--- src/rtl/alu_pkg.sv ---
`default_nettype none
// ============================================================================
//  Module      : alu_pkg
//  Description : Shared opcode encodings, flag bit positions and the shifter
//                state type for the execute-stage ALU.
//  Revision    : 1.0 - initial release
// ============================================================================
package alu_pkg;

    typedef logic [3:0] opcode_t;

    localparam opcode_t ALU_ADD    = 4'b0000;
    localparam opcode_t ALU_SUB    = 4'b0001;
    localparam opcode_t ALU_RED    = 4'b0010;
    localparam opcode_t ALU_XOR    = 4'b0011;
    localparam opcode_t ALU_SLL    = 4'b0100;
    localparam opcode_t ALU_SRA    = 4'b0101;
    localparam opcode_t ALU_ROR    = 4'b0110;
    localparam opcode_t ALU_PADDSB = 4'b0111;
    localparam opcode_t ALU_LW     = 4'b1000;
    localparam opcode_t ALU_SW     = 4'b1001;

    // Bit positions inside the {N,V,Z} flag vector
    localparam int FLAG_N = 2;
    localparam int FLAG_V = 1;
    localparam int FLAG_Z = 0;

    // IDLE accepts new work; SHIFT iterates a multi-cycle shift/rotate
    typedef enum logic [0:0] {
        IDLE  = 1'b0,
        SHIFT = 1'b1
    } state_t;

endpackage : alu_pkg
`default_nettype wire

--- src/rtl/sat_add_lane.sv ---
`default_nettype none
// ============================================================================
//  Module      : sat_add_lane
//  Description : W-bit signed add/subtract with saturation to the signed
//                limits and an overflow indication.
//  Revision    : 1.0 - initial release
// ============================================================================
module sat_add_lane #(
    parameter int W = 16
) (
    input  logic [W-1:0] i_a,
    input  logic [W-1:0] i_b,
    input  logic         i_sub,
    output logic [W-1:0] o_sum,
    output logic         o_ovf
);

    localparam logic [W-1:0] c_max = {1'b0, {(W-1){1'b1}}};
    localparam logic [W-1:0] c_min = {1'b1, {(W-1){1'b0}}};

    logic [W-1:0] w_b_eff;
    logic [W-1:0] w_raw;

    // Subtraction is a + ~b + 1, so overflow detection is identical for both
    assign w_b_eff = i_sub ? ~i_b : i_b;
    assign w_raw   = i_a + w_b_eff + {{(W-1){1'b0}}, i_sub};

    // Overflow: operands agree in sign but the raw sum does not
    assign o_ovf = (i_a[W-1] == w_b_eff[W-1]) && (w_raw[W-1] != i_a[W-1]);

    // On overflow the true result lies beyond the limit on the side of a's sign
    assign o_sum = o_ovf ? (i_a[W-1] ? c_min : c_max) : w_raw;

endmodule : sat_add_lane
`default_nettype wire

--- src/rtl/alu_exec_unit.sv ---
`default_nettype none
// ============================================================================
//  Module      : alu_exec_unit
//  Description : Handshaked execute-stage ALU with registered result/flags,
//                saturating arithmetic, packed lane add and an iterative
//                shifter/rotator that stalls intake while it runs.
//  Revision    : 1.0 - initial release
// ============================================================================
module alu_exec_unit
    import alu_pkg::*;
#(
    parameter int WIDTH      = 16,
    parameter int LANE       = 4,
    parameter int SHIFT_STEP = 1
) (
    input  logic             clk,
    input  logic             rst_n,
    input  logic             in_valid,
    output logic             in_ready,
    input  logic [3:0]       opcode,
    input  logic [WIDTH-1:0] a,
    input  logic [WIDTH-1:0] b,
    output logic             out_valid,
    input  logic             out_ready,
    output logic [WIDTH-1:0] result,
    output logic [2:0]       flags
);

    localparam int SHW     = $clog2(WIDTH);
    localparam int c_lanes = WIDTH / LANE;
    localparam int c_bytes = WIDTH / 8;
    localparam logic [SHW-1:0] c_step = SHW'(SHIFT_STEP);

    // ------------------------------------------------------------------
    // Helpers
    // ------------------------------------------------------------------
    function automatic logic [SHW-1:0] f_min_step(input logic [SHW-1:0] x);
        return (x < c_step) ? x : c_step;
    endfunction

    function automatic logic [WIDTH-1:0] f_shift_step(input opcode_t op,
                                                      input logic [WIDTH-1:0] val,
                                                      input logic [SHW-1:0] k);
        case (op)
            ALU_SLL: return val << k;
            ALU_SRA: return $signed(val) >>> k;
            default: return (val >> k) | (val << (WIDTH - int'(k)));
        endcase
    endfunction

    // ------------------------------------------------------------------
    // State
    // ------------------------------------------------------------------
    state_t           r_state;
    state_t           w_state_next;
    logic             r_out_valid;
    logic [WIDTH-1:0] r_result;
    logic [2:0]       r_flags;
    logic [WIDTH-1:0] r_work;
    logic [SHW-1:0]   r_remain;
    opcode_t          r_shift_op;

    logic             w_slot_free;
    logic             w_accept;
    logic             w_load;
    logic [WIDTH-1:0] w_load_result;
    logic [2:0]       w_load_flags;
    logic [WIDTH-1:0] w_work_next;
    logic [SHW-1:0]   w_remain_next;
    opcode_t          w_shift_op_next;

    assign w_slot_free = !r_out_valid || out_ready;
    assign in_ready    = rst_n && (r_state == IDLE) && w_slot_free;
    assign w_accept    = in_valid && in_ready;

    assign out_valid = r_out_valid;
    assign result    = r_result;
    assign flags     = r_flags;

    // ------------------------------------------------------------------
    // Arithmetic datapath
    // ------------------------------------------------------------------
    logic [WIDTH-1:0] w_addsub_sum;
    logic             w_addsub_ovf;

    sat_add_lane #(.W(WIDTH)) u_addsub (
        .i_a   (a),
        .i_b   (b),
        .i_sub (opcode == ALU_SUB),
        .o_sum (w_addsub_sum),
        .o_ovf (w_addsub_ovf)
    );

    // Packed lanes saturate independently; their overflow bits feed no flag
    logic [WIDTH-1:0]   w_paddsb;
    logic [c_lanes-1:0] w_lane_ovf_unused;

    for (genvar gi = 0; gi < c_lanes; gi++) begin : g_lane
        sat_add_lane #(.W(LANE)) u_lane (
            .i_a   (a[gi*LANE +: LANE]),
            .i_b   (b[gi*LANE +: LANE]),
            .i_sub (1'b0),
            .o_sum (w_paddsb[gi*LANE +: LANE]),
            .o_ovf (w_lane_ovf_unused[gi])
        );
    end

    logic [WIDTH-1:0] w_red;
    logic [WIDTH-1:0] w_addr;

    // Byte reduction: every byte of a and b sign-extended and summed
    always_comb begin
        w_red = '0;
        for (int i = 0; i < c_bytes; i++) begin
            w_red = w_red + WIDTH'($signed(a[8*i +: 8])) + WIDTH'($signed(b[8*i +: 8]));
        end
    end

    // Halfword-aligned base plus word offset for loads/stores
    assign w_addr = (a & ~WIDTH'(1)) + (b << 1);

    // ------------------------------------------------------------------
    // Single-cycle result/flag selection
    // ------------------------------------------------------------------
    logic [WIDTH-1:0] w_alu_result;
    logic [2:0]       w_alu_flags;
    logic             w_is_shift;

    // Select the single-cycle result and its flag update by opcode
    always_comb begin
        w_alu_result = b;
        w_alu_flags  = r_flags;
        w_is_shift   = 1'b0;
        case (opcode)
            ALU_ADD, ALU_SUB: begin
                w_alu_result        = w_addsub_sum;
                w_alu_flags[FLAG_N] = w_addsub_sum[WIDTH-1];
                w_alu_flags[FLAG_V] = w_addsub_ovf;
                w_alu_flags[FLAG_Z] = (w_addsub_sum == '0);
            end
            ALU_RED:    w_alu_result = w_red;
            ALU_XOR: begin
                w_alu_result        = a ^ b;
                w_alu_flags[FLAG_Z] = ((a ^ b) == '0);
            end
            ALU_SLL, ALU_SRA, ALU_ROR: w_is_shift = 1'b1;
            ALU_PADDSB: w_alu_result = w_paddsb;
            ALU_LW, ALU_SW: w_alu_result = w_addr;
            default:    w_alu_result = b;
        endcase
    end

    // ------------------------------------------------------------------
    // Iterative shifter: first step on the accept edge, rest in SHIFT
    // ------------------------------------------------------------------
    logic [SHW-1:0]   w_shamt;
    logic [SHW-1:0]   w_acc_k;
    logic [WIDTH-1:0] w_acc_work;
    logic [SHW-1:0]   w_acc_remain;
    logic [SHW-1:0]   w_run_k;
    logic [WIDTH-1:0] w_run_work;
    logic [SHW-1:0]   w_run_remain;

    assign w_shamt      = b[SHW-1:0];
    assign w_acc_k      = f_min_step(w_shamt);
    assign w_acc_work   = f_shift_step(opcode, a, w_acc_k);
    assign w_acc_remain = w_shamt - w_acc_k;

    // Once remain hits zero the step is zero, so a blocked finish just holds
    assign w_run_k      = f_min_step(r_remain);
    assign w_run_work   = f_shift_step(r_shift_op, r_work, w_run_k);
    assign w_run_remain = r_remain - w_run_k;

    // Next-state and result-load decisions
    always_comb begin
        w_state_next    = r_state;
        w_load          = 1'b0;
        w_load_result   = w_alu_result;
        w_load_flags    = w_alu_flags;
        w_work_next     = r_work;
        w_remain_next   = r_remain;
        w_shift_op_next = r_shift_op;
        case (r_state)
            IDLE: begin
                if (w_accept) begin
                    if (w_is_shift) begin
                        w_shift_op_next = opcode;
                        w_work_next     = w_acc_work;
                        w_remain_next   = w_acc_remain;
                        if (w_acc_remain == '0) begin
                            w_load               = 1'b1;
                            w_load_result        = w_acc_work;
                            w_load_flags         = r_flags;
                            w_load_flags[FLAG_Z] = (w_acc_work == '0);
                        end else begin
                            w_state_next = SHIFT;
                        end
                    end else begin
                        w_load = 1'b1;
                    end
                end
            end
            SHIFT: begin
                w_work_next   = w_run_work;
                w_remain_next = w_run_remain;
                if ((w_run_remain == '0) && w_slot_free) begin
                    w_load               = 1'b1;
                    w_load_result        = w_run_work;
                    w_load_flags         = r_flags;
                    w_load_flags[FLAG_Z] = (w_run_work == '0);
                    w_state_next         = IDLE;
                end
            end
            default: w_state_next = IDLE;
        endcase
    end

    // State register
    always_ff @(posedge clk) begin
        if (!rst_n) begin
            r_state <= IDLE;
        end else begin
            r_state <= w_state_next;
        end
    end

    // Output slot, flags and shifter working registers
    always_ff @(posedge clk) begin
        if (!rst_n) begin
            r_out_valid <= 1'b0;
            r_result    <= '0;
            r_flags     <= '0;
            r_work      <= '0;
            r_remain    <= '0;
            r_shift_op  <= ALU_ADD;
        end else begin
            r_work      <= w_work_next;
            r_remain    <= w_remain_next;
            r_shift_op  <= w_shift_op_next;
            r_out_valid <= w_load || (r_out_valid && !out_ready);
            if (w_load) begin
                r_result <= w_load_result;
                r_flags  <= w_load_flags;
            end
        end
    end

endmodule : alu_exec_unit
`default_nettype wire

--- config.mk ---
export PLATFORM = sky130hd
export DESIGN_NAME = alu_exec_unit
export DESIGN_NICKNAME = d
export VERILOG_FILES = /design/src/rtl/alu_pkg.sv /design/src/rtl/sat_add_lane.sv /design/src/rtl/alu_exec_unit.sv
export SDC_FILE = /design/constraint.sdc
export NUM_CORES = 1
export LEC_CHECK = 0
export ABC_AREA = 1
export BUFFER_PORTS_ARGS = -buffer_cell sky130_fd_sc_hd__buf_2
export CAP_MARGIN = 5
export CORE_UTILIZATION = 35
export CTS_CLUSTER_DIAMETER = 60
export DETAILED_ROUTE_END_ITERATION = 10
export RECOVER_POWER = 25
export SLEW_MARGIN = 40
export SYNTH_ARGS = -nofsm -noshare
export SYNTH_HDL_FRONTEND = slang
export SYNTH_SLANG_ARGS = --single-unit
--- constraint.sdc ---
create_clock -name clk -period 6.2 [get_ports clk]
set_input_delay 0.31 -clock clk [delete_from_list [all_inputs] [get_ports clk]]
set_output_delay 0.31 -clock clk [all_outputs]
set_load 0.05 [all_outputs]
==> results of run 1 <==
## synth_stat cells (all sizes together) (2+ instances only)
master	number	area share, %
ha	57	9.1
nand3b	8	0.76
dfxtp	45	11
a31oi	11	0.88
nand3	127	8.7
xnor2	3	0.33
nand4	16	1.3
clkinv	5	0.24
a21o	4	0.38
o221ai	4	0.45
nor3	13	0.96
o21bai	5	0.48
buf	23	1.8
fa	24	6.1
nand2	444	22
nor2	137	7.1
a22oi	2	0.19
a21oi	99	6.4
o211ai	3	0.29
nor4	3	0.24
o2111ai	4	0.45
o21a	3	0.29
o22ai	17	1.4
xor2	19	2.1
o21ai	108	6.9
or2	4	0.32
inv	177	8.5
clkbuf	14	0.67
a221oi	3	0.33
## path summary, 6_finish.rpt
| kind | from | to | slack, ns | depth (start not counted) |
|---|---|---|---|---|
| hold / removal | out_ready | out_valid$_SDFF_PN0_ | 0.32 | 4 |
| setup reg to reg | r_remain[1]$_SDFFE_PN0P_ | result[12]$_SDFFE_PN0P_ | 2.18 | 17 |
| setup / recovery | opcode[0] | flags[0]$_SDFFE_PN0P_ | 2.01 | 29 |
| hold reg to reg | r_shift_op[3]$_SDFFE_PN0P_ | r_shift_op[3]$_SDFFE_PN0P_ | 0.47 | 2 |
## state kept, by name, indices dropped and copies added (netlist names)
signal	flops
r_state	1
r_remain	4
result	16
r_work	16
flags	3
r_shift_op	4
out_valid	1
## worst max-delay path, delay by kind of cell
| kind | cells | cell delay [ns] |
|---|---|---|
| AOI/OAI and AO/OA | 3 | 0.53 |
| adders and majority gates | 2 | 0.81 |
| xor gates and xnor gates | 1 | 0.20 |
| buffers and inverters | 3 | 0.39 |
| and+or+nand+nor | 20 | 2.15 |
## cell type report
type                    instances  share of cell area, %
diodes                          1                0.02950
clock buffers                   6                  1.637
clock inverters                 2                 0.1622
inverters                     182                  8.053
multi-input cells            1125                  71.80
flip-flops and latches         45                  10.62
well taps                     280                  4.130
repair buffers                 63                  3.569
## report_power, final
group          total (mW)  internal, mW  switching [mW]
registers           0.316         0.305          0.0114
clock network       0.284         0.161           0.123
logic               0.892         0.275           0.616
total                1.49         0.741           0.751
## placed cells by master (no fill, tap or decap), drive strengths merged, types with 22 or more instances in the layout
cell    instances
nor2          137
a21oi          99
dfxtp          45
o21ai         108
fa             24
clkbuf         22
nand2         444
inv           177
nand3         127
ha             57
buf            47
## logic make-up (layout without fill, tap and decap cells)
kind of cell,after synthesis,count (layout),share of synthesized area (%)
AND/OR/NAND/NOR,754,754,41.04
AO/OA/AOI/OAI,266,266,18.61
buffers and inverters,219,253,11.19
adder cells (fa/ha/maj),81,81,15.19
flip-flops,45,45,11.46
XOR/XNOR,22,22,2.452
other,1,3,0.04772
## metal layers
| layer | routed length, um | vias to the layer above | track usage (%) |
|---|---|---|---|
| met5 | 0 | - | 0 |
| met4 | 949 | 0 | 8.429 |
| met3 | 2700 | 60 | 2.881 |
| met2 | 14180 | 430 | 43.18 |
| met1 | 13430 | 4337 | 37.41 |
| li1 | - | 4630 | - |
## through the flow
stage | hold WS (ns) | worst slack [ns] | instances | area, um^2 | utilization [%]
2_1_floorplan | 0.4437 | 2.447 | 1389 | 7861 | -
3_3_place_gp | 0.4575 | 1.853 | 1695 | 8338 | 38.09
3_5_place_dp | 0.4567 | 1.818 | 1695 | 8341 | 38.10
4_1_cts | 0.3189 | 2.120 | 1703 | 8493 | 38.80
5_1_grt | 0.3607 | 1.599 | 1703 | 8481 | 38.74
6_report | 0.3213 | 2.010 | 1704 | 8483 | 38.75
==> impl_metrics.ini, run 1 <==
[status]
status = complete, no violations

[setup_path]
crit_fanout = 21
critical-path-max-stage-delay_ns = 0.45
worst-endpoint-arrival_ns = 4.42
critPathLaunchType = input pin
worst-setup-path-type = in -> reg
crit_path_frequent_cell = sky130_fd_sc_hd__nand2_1
critPathCaptureType = flop
critical-path-slowest-cell = sky130_fd_sc_hd__fa_1
timing.critical_path.required_ns = 6.43

[synth]
async_reset_ff_share_pct = 0
share_of_the_yosys_chip_area_belonging_to_registers_pct = 11.46
syn_avg_cell_area_um2 = 5.661
yosys_most_used_dff = sky130_fd_sc_hd__dfxtp_1
number_of_enable_flip_flop_cells_after_synthesis = 0
yosysWarnings = 0
netlist_area_pre_place_um2 = 7858
synthesized_instance_count = 1388
synth.lib_cells_used.distinct = 48
synth-seq-cells = 45

[route]
finalWirelength_um = 31260
detailedRoute.firstIterationViolations = 916
drc_errors = 0
drt_pass1_iterations = 7
route.detailed.vias_per_inst = 5.550
ant_nets = 0
wl_per_cell_um = 18.34
via_count = 9457

[finish]
syn_to_final_growth_pct = 7.962
multi_input_area_um2 = 6091
fillerInstances = 2501
share_of_final_layout_standard_cells_stronger_than_drive_strength_1_pct = 6.887
seqCellArea_um2 = 900.9
nets = 1543

[sta]
report.final.setup_viol = 0
finalSetupTns_ns = 0
tightestPinTransition_ns = 0.6230
finalClockSkew_ns = 0.009494
timing.final.hold_violations = 0
max_freq_mhz = 238.7
rsz0062_at_grt = no
post-route-period-util_pct = 67.58
finalMaxSlewViolations = 0
timing.max_slew.rel_slack_pct = 58.21
post-route-min-period_ns = 4.190

[cts]
clock_insertion_delay_worst_skew_ns = 0.29
post_cts_resized = 0
cts_buffer_count = 5
clk_pin_slew_worst_paths_ns = 0.07
clk_path_buf_depth = 2
postCtsSetupRepairBufs = 0
clkSinkCount = 45
clock_tree.root_cell = sky130_fd_sc_hd__clkbuf_16
ctsHoldBuffers = 0
cts_tree = done
cts-htree-levels = 2

[place]
place.gp.congestion = 1.031
dp_hpwl_um = 26040
portBuffers = 60

[power]
total_power_mw = 1.492
total_leakage_power_nw = 4.335
power_per_cell_area_nw_per_um2 = 175.9
ir_worst_vdd_v = 0.0001252

[grt]
grt_first_pass_wirelength_um = 48530
grt_start_max_net_pins = 48
grtUsageTotal_pct = 26.84
number_of_antenna_violations_at_the_first_check_in_global_routing = 1
grt_remaining_overflow = 0
first_global_vias = 8573

[floorplan]
die_w_um = 151.8
die-area_um2 = 23050
die_h_um = 151.8
num_io_pins = 61
rows = 54
core_area_um2 = 21890
initial_utilization_pct = 35.89

[run]
drv.max_cap_violation_count = 0

[hold_path]
min-delay-path-class = in -> reg
No activity file was read; power rests on OpenSTA's default activity.
==> run 2, diff against run 1 <==
- ABC_AREA: 1 -> 0
- clock period: 6.2 -> 3.95 ns (I/O delays scaled with it)
==> impl_metrics.ini, run 2 <==
[status]
status = complete, but fails checks
violated_checks = negative setup slack

[route]
topRoutingLayerUsed = met4
via_count = 8516
ant_nets = 0
routed-wl-met2_um = 13860
wl_per_cell_um = 22.52
detail_route.wirelength.met1_um = 13040
route.detailed.vias_per_inst = 6.144
drc_errors = 0
detailedRoute.firstIterationViolations = 840
finalWirelength_um = 31220
drt_pass1_iterations = 7
met3_length_um = 2780

[synth]
netlist_area_pre_place_um2 = 7288
yosys_most_used_dff = sky130_fd_sc_hd__dfxtp_1
number_of_enable_flip_flop_cells_after_synthesis = 0
async_reset_ff_share_pct = 0
synthMostInstantiatedCell = sky130_fd_sc_hd__a21oi_1
share_of_the_yosys_chip_area_belonging_to_registers_pct = 12.36
synthesized_instance_count = 992
synth.lib_cells_used.distinct = 87
post-synth-top-area-fraction_pct = 12.36
synthTopCellsByCount = sky130_fd_sc_hd__a21oi_1 (88), sky130_fd_sc_hd__nand2_1 (87), sky130_fd_sc_hd__nor2_1 (80)
synth_largest_area_cell = sky130_fd_sc_hd__dfxtp_1
netlist_top_cells_area = sky130_fd_sc_hd__dfxtp_1 (12%), sky130_fd_sc_hd__ha_1 (9.8%), sky130_fd_sc_hd__fa_1 (6.6%), sky130_fd_sc_hd__a21oi_1 (6.0%), sky130_fd_sc_hd__o21ai_0 (5.2%)
synth-seq-cells = 45
yosysWarnings = 0
syn_avg_cell_area_um2 = 7.347

[cts]
clock_insertion_delay_worst_skew_ns = 0.29
clkSinkCount = 45
clk_pin_slew_worst_paths_ns = 0.07
cts-htree-levels = 2
cts_tree = done
clock_tree.root_cell = sky130_fd_sc_hd__clkbuf_16
cts_buffer_count = 5
clk_path_buf_depth = 2

[finish]
layout_common_cells = sky130_fd_sc_hd__buf_4 (113), sky130_fd_sc_hd__nand2_1 (87), sky130_fd_sc_hd__a21oi_1 (84)
seqCellArea_um2 = 900.9
finalNonFillerCells = 1386
postLayoutCoreUtil_pct = 44.48
syn_to_final_growth_pct = 23.88
share_of_final_layout_standard_cells_stronger_than_drive_strength_1_pct = 21.51
antennaDiodeCount = 0
nets = 1236
fillerInstances = 2157
multi_input_area_um2 = 6146
most_common_cell_after_layout_fill_and_taps_aside = sky130_fd_sc_hd__buf_4

[place]
dp_hpwl_um = 24820
detailedPlace.worstSlack_ns = -0.5672
portBuffers = 60
dp_cells = 1369
place.gp.congestion = 1.045

[floorplan]
rows = 52
core_area_um2 = 20300
die-area_um2 = 21410
num_io_pins = 61
initial_utilization_pct = 35.90
die_w_um = 146.3
die_h_um = 146.3

[power]
ir_worst_vdd_v = 0.0001603
total_power_mw = 2.453
power_per_cell_area_nw_per_um2 = 271.6
total_leakage_power_nw = 3.734

[setup_path]
rr_worst_depth = 11
worstPathBufferInverterCount = 3
worst-endpoint-arrival_ns = 4.23
cp_top_family = compound AO/OA/AOI/OAI gates
crit_path_frequent_cell = sky130_fd_sc_hd__or2_4
setup.reg_to_reg.worst_slack_ns = 0.49
critical-path-max-stage-delay_ns = 0.49
r2r-start = r_remain[1]$_SDFFE_PN0P_
critical-path-slowest-cell = sky130_fd_sc_hd__fa_2
crit_chain = buf_8 > nor4b_4 > buf_6 > buf_12 > xnor2_4 > ha_4 > and3_4 > a311o_1 > o31ai_4 > nor3_4 > a2111oi_4 > o21bai_1 > a21oi_2 > fa_2 > or2_4 > or2_4 > o21ai_4 > a21oi_1 > a32oi_1 > o21ai_1 > a221oi_1
worst-setup-path-type = in -> reg
critPathLaunchType = input pin
crit_fanout = 5
critical_path.reg2reg.endpoint = flags[0]$_SDFFE_PN0P_
critPathCaptureType = flop
timing.critical_path.required_ns = 4.15

[sta]
timing.final.hold_violations = 0
finalSetupTns_ns = -0.3896
max_freq_mhz = 248.1
post_layout_worst_setup_margin_ns = -0.08054
post-route-min-period_ns = 4.031
tightestPinTransition_ns = 0.8484
finalMaxSlewViolations = 0
timing.max_slew.rel_slack_pct = 43.23
post-route-period-util_pct = 102.0
report.final.setup_viol = 8
finalClockSkew_ns = 0.008471
rsz0062_at_grt = yes

[grt]
number_of_antenna_violations_at_the_first_check_in_global_routing = 1
grt_remaining_overflow = 0
grtUsageTotal_pct = 28.70
first_global_vias = 7976
grt_start_max_net_pins = 33
grt_first_pass_wirelength_um = 47000

[hold_path]
hold_path_depth = 3
whs_endpoint = result[5]$_SDFFE_PN0P_
worst_min_path_start = rst_n
min-delay-path-class = in -> reg

[run]
drv.max_cap_violation_count = 0
-- run 2: cell count changes in the layout (fill, tap and decap cells not counted), sizes merged, moves of 26 or more --
cell / before / now
buf: 47 / 165
inv: 177 / 64
mux2i: 0 / 29
nand2: 444 / 87
nand3: 127 / 21
nor2: 137 / 80
o21ai: 108 / 76
xnor2: 3 / 29
-- run 2: worst max-delay path by stage --
stage / start / end / slack, ns / cells after the start
finish: opcode[1] / result[0]$_SDFFE_PN0P_ / -0.08 / 21
detailed placement: opcode[1] / result[8]$_SDFFE_PN0P_ / -0.57 / 20
global placement: opcode[1] / result[8]$_SDFFE_PN0P_ / -0.49 / 20
floorplan: opcode[1] / result[0]$_SDFFE_PN0P_ / -0.27 / 20
global route: opcode[1] / result[0]$_SDFFE_PN0P_ / -0.31 / 21
CTS: opcode[1] / result[0]$_SDFFE_PN0P_ / -0.14 / 21
-- run 2: what timing repair did --
action                                  in CTS  in global routing
endpoints found under the setup margin      14                 16
pin swaps                                    9                 15
cloned                                       1                  0
setup buffers                                4                  5
hold buffers                                 0                  0
endpoints found under the hold margin        0                  0
resized for setup                           16                 28
-- run 2: layout make-up --
cell class | instances | area share [%]
multi-input cells | 820 | 68.07
repair buffers | 177 | 13.51
flip-flops and latches | 45 | 9.978
well taps | 270 | 3.742
inverters | 66 | 2.744
clock buffers | 6 | 1.538
clock inverters | 2 | 0.4157
-- run 2: power breakdown --
group | internal, mW | leakage, nW | switching [mW] | total (mW)
sequential | 0.472 | 0.365 | 0.0172 | 0.489
combinational | 0.592 | 3.29 | 0.869 | 1.46
clock | 0.316 | 0.0831 | 0.187 | 0.503
total | 1.38 | 3.73 | 1.07 | 2.45
-- run 2: worst reg2reg max path, delay by kind of cell, from the launching register on --
kind | cells | cell delay [ns]
flip-flops | 1 | 0.38
multiplexers | 1 | 0.34
AO/OA/AOI/OAI | 4 | 0.56
adder cells (fa/ha/maj) | 1 | 0.39
AND/OR/NAND/NOR | 4 | 1.63
buffers and inverters | 1 | 0.08
-- run 2: cell families (layout without fill, tap and decap cells) --
family / Yosys count / count (layout) / share of synthesized area (%)
AO/OA/AOI/OAI: 359 / 359 / 33.36
AND/OR/NAND/NOR: 293 / 293 / 19.59
buffers and inverters: 128 / 251 / 6.935
adder cells (fa/ha/maj): 82 / 82 / 16.51
flip-flops: 45 / 45 / 12.36
XOR/XNOR: 42 / 42 / 5.047
multiplexers: 42 / 42 / 6.146
other: 1 / 2 / 0.05145
-- run 2: per-layer routing --
metal  vias to the layer above  track usage (%)
li1                       3978                -
met4                         0            14.17
met1                      4028            38.35
met3                        77            4.469
met2                       433            44.86
met5                         -                0
-- run 2: through the flow --
stage | area [um^2] | hold WS (ns)
6_report | 9029 | 0.3116
3_3_place_gp | 8564 | 0.4506
2_1_floorplan | 7366 | 0.4364
4_1_cts | 8856 | 0.3016
3_5_place_dp | 8564 | 0.4452
5_1_grt | 9029 | 0.3185
==> run 3, diff against run 2 <==
- clock period: 3.95 -> 3.39 ns (I/O delays scaled with it)
==> impl_metrics.ini, run 3 (synthesis results as in run 2) <==
[sta]
report.final.setup_viol = 17
post-route-min-period_ns = 4.102
max_freq_mhz = 243.8
tightestPinTransition_ns = 0.8224
finalMaxSlewViolations = 0
post-route-period-util_pct = 121.0
post_layout_worst_setup_margin_ns = -0.7124
timing.final.hold_violations = 0
finalClockSkew_ns = 0.01214
rsz0062_at_grt = yes
timing.max_slew.rel_slack_pct = 44.48

[grt]
number_of_antenna_violations_at_the_first_check_in_global_routing = 0
first_global_vias = 8323
grtUsageTotal_pct = 29.83
grt_first_pass_wirelength_um = 49120
grt_remaining_overflow = 0
grt_start_max_net_pins = 31

[place]
place.gp.congestion = 1.005
dp_hpwl_um = 25900
portBuffers = 60
detailedPlace.worstSlack_ns = -1.125

[finish]
postLayoutCoreUtil_pct = 48.35
multi_input_area_um2 = 6240
share_of_final_layout_standard_cells_stronger_than_drive_strength_1_pct = 28.65
syn_to_final_growth_pct = 34.68
fillerInstances = 2086
layout_common_cells = sky130_fd_sc_hd__buf_4 (193), sky130_fd_sc_hd__nand2_1 (86), sky130_fd_sc_hd__nor2_1 (78)
nets = 1324
seqCellArea_um2 = 900.9
most_common_cell_after_layout_fill_and_taps_aside = sky130_fd_sc_hd__buf_4

[hold_path]
min-delay-path-class = in -> reg

[setup_path]
setup.reg_to_reg.worst_slack_ns = 0
cp-endpoint = result[0]$_SDFFE_PN0P_
crit_fanout = 5
critical_path.reg2reg.endpoint = flags[0]$_SDFFE_PN0P_
worst-setup-path-type = in -> reg
startpoint = opcode[3]
r2r-start = r_remain[0]$_SDFFE_PN0P_
rr_worst_depth = 11
critPathLaunchType = input pin
timing.critical_path.required_ns = 3.60
worst-endpoint-arrival_ns = 4.31
critPathCaptureType = flop

[floorplan]
num_io_pins = 61
rows = 52
initial_utilization_pct = 35.90
core_area_um2 = 20300
die_w_um = 146.3
die-area_um2 = 21410
die_h_um = 146.3

[cts]
cts_tree = done
cts_buffer_count = 5
clkSinkCount = 45
clk_pin_slew_worst_paths_ns = 0.08
ctsHoldBuffers = 0
cts-htree-levels = 2
clock_insertion_delay_worst_skew_ns = 0.30
clock_tree.root_cell = sky130_fd_sc_hd__clkbuf_16
clk_path_buf_depth = 2

[status]
status = complete, but fails checks
violated_checks = negative setup slack

[run]
drv.max_cap_violation_count = 0

[route]
drt_pass1_iterations = 5
finalWirelength_um = 32320
ant_nets = 0
drc_errors = 0
via_count = 8934
wl_per_cell_um = 21.91
route.detailed.vias_per_inst = 6.057
detailedRoute.firstIterationViolations = 828

[power]
total_leakage_power_nw = 4.179
ir_worst_vdd_v = 0.0001977
power_per_cell_area_nw_per_um2 = 303.7
[run 3: critical path: stages]
cell and delay (ns):
sky130_fd_sc_hd__buf_8 0.10, sky130_fd_sc_hd__nor4b_4 0.27, sky130_fd_sc_hd__buf_6 0.15, sky130_fd_sc_hd__buf_12 0.13, sky130_fd_sc_hd__xnor2_4 0.13, sky130_fd_sc_hd__ha_4 0.23
sky130_fd_sc_hd__and3_4 0.14, sky130_fd_sc_hd__a311o_1 0.33, sky130_fd_sc_hd__o31ai_4 0.24, sky130_fd_sc_hd__nor3_2 0.08, sky130_fd_sc_hd__a2111oi_4 0.24, sky130_fd_sc_hd__o21bai_1 0.12
sky130_fd_sc_hd__a21oi_2 0.17, sky130_fd_sc_hd__fa_2 0.48, sky130_fd_sc_hd__or2_4 0.27, sky130_fd_sc_hd__or2_4 0.25, sky130_fd_sc_hd__o21ai_4 0.19, sky130_fd_sc_hd__a21oi_2 0.05
sky130_fd_sc_hd__a32oi_1 0.24, sky130_fd_sc_hd__o21ai_1 0.11, sky130_fd_sc_hd__a221oi_2 0.22
[run 3: cell type report]
cell class,count,area share (%)
tap,270,3.442
clock buffer,5,1.275
clock inverter,3,0.2549
antenna,1,0.02549
sequential,45,9.178
inverter,66,2.524
multi-input combinational,820,63.57
timing repair buffer,265,19.73
[run 3: report_power, final]
part           switching (mW)  internal (mW)  leakage [nW]  total (mW)
sequential             0.0194          0.550         0.365       0.569
combinational            1.07          0.821          3.74        1.89
clock                   0.245          0.278        0.0704       0.523
total                    1.33           1.65          4.18        2.98
[run 3: worst min-delay path by stage]
stage	endpoint	cells past startpoint	start	slack [ns]
final	result[5]$_SDFFE_PN0P_	3	rst_n	0.29
after global routing	result[5]$_SDFFE_PN0P_	3	rst_n	0.29
after CTS	result[5]$_SDFFE_PN0P_	3	rst_n	0.28
after detailed placement	result[15]$_SDFFE_PN0P_	2	result[15]$_SDFFE_PN0P_	0.45
after global placement	result[15]$_SDFFE_PN0P_	2	result[15]$_SDFFE_PN0P_	0.45
after floorplan	result[5]$_SDFFE_PN0P_	2	b[5]	0.41
[run 3: repair_timing]
action / 4_1_cts / 5_1_grt
gates cloned: 1 / 0
setup buffers: 7 / 5
hold endpoints to repair: 0 / 0
resized for setup: 38 / 36
setup endpoints to repair: 17 / 18
pin swaps: 18 / 11
[run 3: metal layers]
| layer | global-route usage, % | up-vias | wire length [um] |
|---|---|---|---|
| met5 | 0 | - | 0 |
| met4 | 13.28 | 0 | 1431 |
| met3 | 3.094 | 85 | 2763 |
| met2 | 47.81 | 451 | 14490 |
| met1 | 40.39 | 4242 | 13630 |
| li1 | - | 4156 | - |
[run 3: metrics by stage]
stage	power [mW]	hold slack (ns)	area (um^2)	TNS (ns)	instances
finish	2.981	0.2917	9816	-9.046	1475
floorplan	1.579	0.4084	7366	-10.35	993
detailed placement	2.305	0.4458	9228	-15.84	1454
global route	3.144	0.2938	9813	-11.70	1474
global placement	2.295	0.4507	9228	-14.80	1454
CTS	2.892	0.2800	9618	-9.977	1469
